<file path="config.mk">
export PLATFORM = sky130hd
export DESIGN_NAME = serial_adder_flat
export DESIGN_NICKNAME = d
export VERILOG_FILES = /design/src/rtl/serial_adder_if.sv /design/src/rtl/serial_adder.sv /design/src/flat_wrapper.sv
export SDC_FILE = /design/constraint.sdc
export NUM_CORES = 1
export LEC_CHECK = 0
export CAP_MARGIN = 30
export CORE_MARGIN = 5
export CORE_UTILIZATION = 40
export CTS_BUF_LIST = sky130_fd_sc_hd__clkbuf_8 sky130_fd_sc_hd__clkbuf_16
export CTS_CLUSTER_DIAMETER = 80
export DETAILED_ROUTE_END_ITERATION = 16
export GPL_TIMING_DRIVEN = 0
export HOLD_SLACK_MARGIN = 0.06
export PLACE_DENSITY = 0.69
export SETUP_SLACK_MARGIN = 0.4
export SYNTH_ARGS = -nofsm -noshare
export SYNTH_HDL_FRONTEND = slang
export SYNTH_SLANG_ARGS = --single-unit
</file>
<file path="constraint.sdc">
create_clock -name clk -period 1.9 [get_ports clk]
set_input_delay 0.19 -clock clk [delete_from_list [all_inputs] [get_ports clk]]
set_output_delay 0.19 -clock clk [all_outputs]
set_load 0.005 [all_outputs]
</file>
<file path="src/rtl/serial_adder_if.sv">
// Handshake and operand/result bundle for the bit-serial adder.
// The master issues requests and the slave (the adder) returns results.
interface serial_adder_if #(
  parameter int WIDTH = 8
);
  logic             start;
  logic [WIDTH-1:0] a;
  logic [WIDTH-1:0] b;
  logic             cin;
  logic             busy;
  logic             done;
  logic [WIDTH-1:0] sum;
  logic             cout;
  logic             overflow;

  modport master (
    output start, a, b, cin,
    input  busy, done, sum, cout, overflow
  );

  modport slave (
    input  start, a, b, cin,
    output busy, done, sum, cout, overflow
  );
endinterface

</file>
<file path="src/rtl/serial_adder.sv">
// Bit-serial adder: one full-adder slice plus a carry flop, LSB first.
// Takes WIDTH cycles per add; result registers hold the last completed sum.
module serial_adder #(
  parameter int WIDTH = 8,
  parameter int CNT_W = 6
) (
  input  logic            clk,
  input  logic            rst_n,
  serial_adder_if.slave   bus
);

  typedef enum logic [1:0] {IDLE, RUN, DONE} state_t;

  state_t           state;
  logic [WIDTH-1:0] sa;
  logic [WIDTH-1:0] sb;
  logic [WIDTH-1:0] acc;
  logic             carry;
  logic             carry_prev;
  logic [CNT_W-1:0] cnt;
  logic             busy;
  logic             done;
  logic [WIDTH-1:0] sum;
  logic             cout;
  logic             overflow;

  logic p, g, s, c;

  // Two half adders composed into the single full-adder slice.
  assign p = sa[0] ^ sb[0];
  assign g = sa[0] & sb[0];
  assign s = p ^ carry;
  assign c = g | (p & carry);

  always_ff @(posedge clk or negedge rst_n) begin
    if (!rst_n) begin
      state      <= IDLE;
      sa         <= '0;
      sb         <= '0;
      acc        <= '0;
      carry      <= 1'b0;
      carry_prev <= 1'b0;
      cnt        <= '0;
      busy       <= 1'b0;
      done       <= 1'b0;
      sum        <= '0;
      cout       <= 1'b0;
      overflow   <= 1'b0;
    end else begin
      case (state)
        IDLE: begin
          done <= 1'b0;
          if (bus.start) begin
            sa    <= bus.a;
            sb    <= bus.b;
            carry <= bus.cin;
            cnt   <= '0;
            busy  <= 1'b1;
            state <= RUN;
          end
        end
        RUN: begin
          acc   <= {s, acc[WIDTH-1:1]};
          sa    <= sa >> 1;
          sb    <= sb >> 1;
          carry <= c;
          cnt   <= cnt + CNT_W'(1);
          // Last slice: publish the finished word so it is valid alongside done.
          if (cnt == CNT_W'(WIDTH - 1)) begin
            carry_prev <= carry;
            sum        <= {s, acc[WIDTH-1:1]};
            cout       <= c;
            overflow   <= c ^ carry;
            busy       <= 1'b0;
            done       <= 1'b1;
            state      <= DONE;
          end
        end
        DONE: begin
          done  <= 1'b0;
          state <= IDLE;
        end
        default: begin
          busy  <= 1'b0;
          done  <= 1'b0;
          state <= IDLE;
        end
      endcase
    end
  end

  assign bus.busy     = busy;
  assign bus.done     = done;
  assign bus.sum      = sum;
  assign bus.cout     = cout;
  assign bus.overflow = overflow;

endmodule
</file>
<file path="src/flat_wrapper.sv">
// flat-port wrapper written by rule: the top's interface ports become plain ports
module serial_adder_flat 
#(
  parameter int WIDTH = 8,
  parameter int CNT_W = 6
)
  (clk, rst_n, bus_start, bus_a, bus_b, bus_cin, bus_busy, bus_done, bus_sum, bus_cout, bus_overflow);
  serial_adder_if #(.WIDTH(WIDTH)) bus_i ();
  input  logic clk;
  input  logic rst_n;
  input wire logic [$bits(bus_i.start)-1:0] bus_start;
  input wire logic [$bits(bus_i.a)-1:0] bus_a;
  input wire logic [$bits(bus_i.b)-1:0] bus_b;
  input wire logic [$bits(bus_i.cin)-1:0] bus_cin;
  output wire logic [$bits(bus_i.busy)-1:0] bus_busy;
  output wire logic [$bits(bus_i.done)-1:0] bus_done;
  output wire logic [$bits(bus_i.sum)-1:0] bus_sum;
  output wire logic [$bits(bus_i.cout)-1:0] bus_cout;
  output wire logic [$bits(bus_i.overflow)-1:0] bus_overflow;
  assign bus_i.start = bus_start;
  assign bus_i.a = bus_a;
  assign bus_i.b = bus_b;
  assign bus_i.cin = bus_cin;
  assign bus_busy = bus_i.busy;
  assign bus_done = bus_i.done;
  assign bus_sum = bus_i.sum;
  assign bus_cout = bus_i.cout;
  assign bus_overflow = bus_i.overflow;
  serial_adder #(.WIDTH(WIDTH), .CNT_W(CNT_W)) u_core (.clk(clk), .rst_n(rst_n), .bus(bus_i));
endmodule
</file>
==> summary.txt <==
Per-cell routed wire length: 14.5 um
Final period util: 84.0%
Switching Fraction: 31.1%
Die X: 81.4 um
Net Switching: 1160 uW
Post-synthesis adder-cell area fraction: 1.60%
Starting DRT DRC Count: 59
Startpoint types: flop
Clock Sinks: 44
Total global-route track usage: 14.3%
Sequential share of power: 42.1%
DRC violations left: 0
Mux contribution to synthesized area: 13.6%
Critical-path maximum fanout: 5
Compound-Gate Fraction of Synth Area: 16.5%
Final critical-path required period: 1.60 ns
Routed vias: 1480
RSZ-0062 raised after global routing: true
Final Cell Area: 2710 um^2
Fmax: 627 MHz
# IOs: 32
Synth warn: 0
# rows: 26
First-pass iteration count of the detailed router: 4
Least-Margin Pin Slew: 0.412 ns
Final count of pins violating max slew: 0
Final ANT Viol Nets: 0
Port-buffer cells: 31
Seq/Total Area, Yosys: 54.1%
Power Internal: 2560 uW
Nets: 246
CTS tree: yes
HPWL after DPL: 2.90 mm
Die span in y: 81.4 um
Commonest non-fill, non-tap cell in the layout: dfrtp_1
Tot Pwr: 3720 uW
Antenna diodes: 0
Final hold vios: 0
Worst Setup SP: u_core.cnt[0]
MaxCap Viol Count: 0
Clock Latency Late Sink: 0.29 ns
Largest family of logic cells by synthesized area: compound AO/OA/AOI/OAI gates
Synthesized cell area: 2040 um^2
CTS root buffer: clkbuf_8
Final wirelength: 4.26 mm
Comb pwr share: 40.2%
Outcome: completed
Leakage power: 0.00126 uW
Critical path type: flop to flop
CP Capture Type: flop
Area delta synth->final: 33.0%
RR Startpoint: u_core.cnt[0]
H-tree depth: 2
Vias in the first global route: 1436
Type of the tightest min-delay check: input port to asynchronous set/reset pin
Relative slew slack: 72.5%
Simple-Gate Fraction of Synth Area: 10.4%
#FFs+latches synth: 44
CTS clk-pin slew, worst paths: 0.08 ns
Avg Cell Area, Syn: 11.8 um^2
Core footprint: 5040 um^2
Cells after Synth: 172
Clock share of power: 17.7%
Layout cell share with drive strength beyond 1: 23.8%
Synth Net Count: 194
Synth cell types: 30
Dpl cells: 274
Number of synthesized flops with an enable pin: 0
Data required time of the critical path: 2.08 ns
CTS max path bufs: 2
Placed Area: 2450 um^2
Ys async rst share: 100%
Final GP Congestion: 0.726
Initial Util: 40.4%
Initial antenna violation count: 0
Global-route wire length before repair: 7.14 mm
Post-synthesis xor/xnor area fraction: 0.430%
Peak ir drop on the vdd network: 0.641 mV
Top_reg_cell synth: dfrtp_1
Most frequent cells in the layout: dfrtp_1 (43), clkdlybuf4s50_1 (30), o21ai_0 (20), a21oi_1 (18), a22oi_1 (14)
Final Skew: 0.00598 ns
Setup-failing EPs final: 0
Worst Path Arrival: 1.77 ns
Non-Filler Instances: 293
Maximum number of pins on one net before global-route repair: 34
PwrDens: 1370 nW/um^2
Die area: 6620 um^2
Total grt overflow: 0
Core Util, Final: 53.7%
Via density per instance: 5.05
Cts bufs inserted: 5
[worst paths after layout]
path                                     end  slack (ns)  depth (start not counted)
max                          u_core.bus.cout        0.30                          6
min                        u_core.bus.sum[0]        0.32                          2
max reg2reg                  u_core.bus.cout        0.30                          6
min reg2reg                     u_core.sb[1]        0.49                          2
max in group asynchronous    u_core.state[0]        1.11                          3
min in group clk                u_core.sb[1]        0.49                          2
[kinds of logic after synthesis]
kind of cell    Yosys count
simple gates             32
flops                    44
compound gates           57
fa+ha+maj                 2
buf+inv                  14
xor+xnor                  1
mux                      22
[registers in the layout (all words and copies together) (netlist names)]
name                 flops
u_core.acc               7
u_core.bus.busy          1
u_core.bus.cout          1
u_core.bus.done          1
u_core.bus.overflow      1
u_core.bus.sum           8
u_core.carry             1
u_core.cnt               6
u_core.sa                8
u_core.sb                8
u_core.state             2
[layer usage]
layer	vias up	share of wire, %	global-route usage, %
li1	718	-	-
met3	5	4.0	2.99
met5	-	0	0
met4	0	0.63	3.55
met2	29	49	23.4
met1	728	46	19.2
[stage by stage]
| stage | setup WS, ns | hold WS, ns | setup TNS (ns) |
|---|---|---|---|
| 2_1_floorplan | 0.425 | -0.106 | 0 |
| 3_3_place_gp | -0.561 | 0.472 | -25.16 |
| 3_5_place_dp | -0.171 | 0.101 | -0.448 |
| 4_1_cts | 0.337 | 0.316 | 0 |
| 5_1_grt | 0.232 | 0.338 | 0 |
| 6_report | 0.304 | 0.316 | 0 |
[layout make-up]
cell class	instances	area (um^2)
plain buffers	12	80.1
clock buffers	5	68.8
clock inverters	1	30.0
fillers	452	2330
inverters	2	7.51
multi-input cells	114	880
flip-flops and latches	44	1100
well taps	70	87.6
repair buffers	45	453
[critical path: stages, from the launching register on]
cell and delay (ns):
dfrtp_1 0.35, ha_2 0.19, nor4b_4 0.25, nand3_2 0.13
buf_6 0.15, buf_16 0.13, mux2_4 0.28
[cells in the mapped netlist, drive strengths merged (2+ instances only)]
library cell / instances / area, um^2
and2b: 8 / 60.1
a21oi: 18 / 90.1
nand4: 3 / 18.8
a22oi: 14 / 105
nor2: 2 / 7.51
clkbuf: 7 / 26.3
buf: 5 / 33.8
o21ai: 20 / 100
inv: 2 / 7.51
nand2: 3 / 11.3
mux2i: 3 / 30.0
mux2: 19 / 248
nor2b: 10 / 62.6
dfrtp: 44 / 1100
a22o: 2 / 17.5
[power groups by stage]
stage	registers (uW)	logic [uW]	clock network (uW)
after floorplan	1530	869	0
after global routing	1610	1650	732
after CTS	1570	1450	681
final	1570	1500	659
after detailed placement	1590	1310	0
after global placement	1580	1270	0
[timing repair]
action,CTS,global route
setup buffers,8,3
gates resized for setup,9,14
hold endpoints to repair,11,0
hold buffers,1,0
gates cloned,1,0
pin swaps,2,2
endpoints found under the setup margin,23,25
Power figures use the tool's default switching activity.
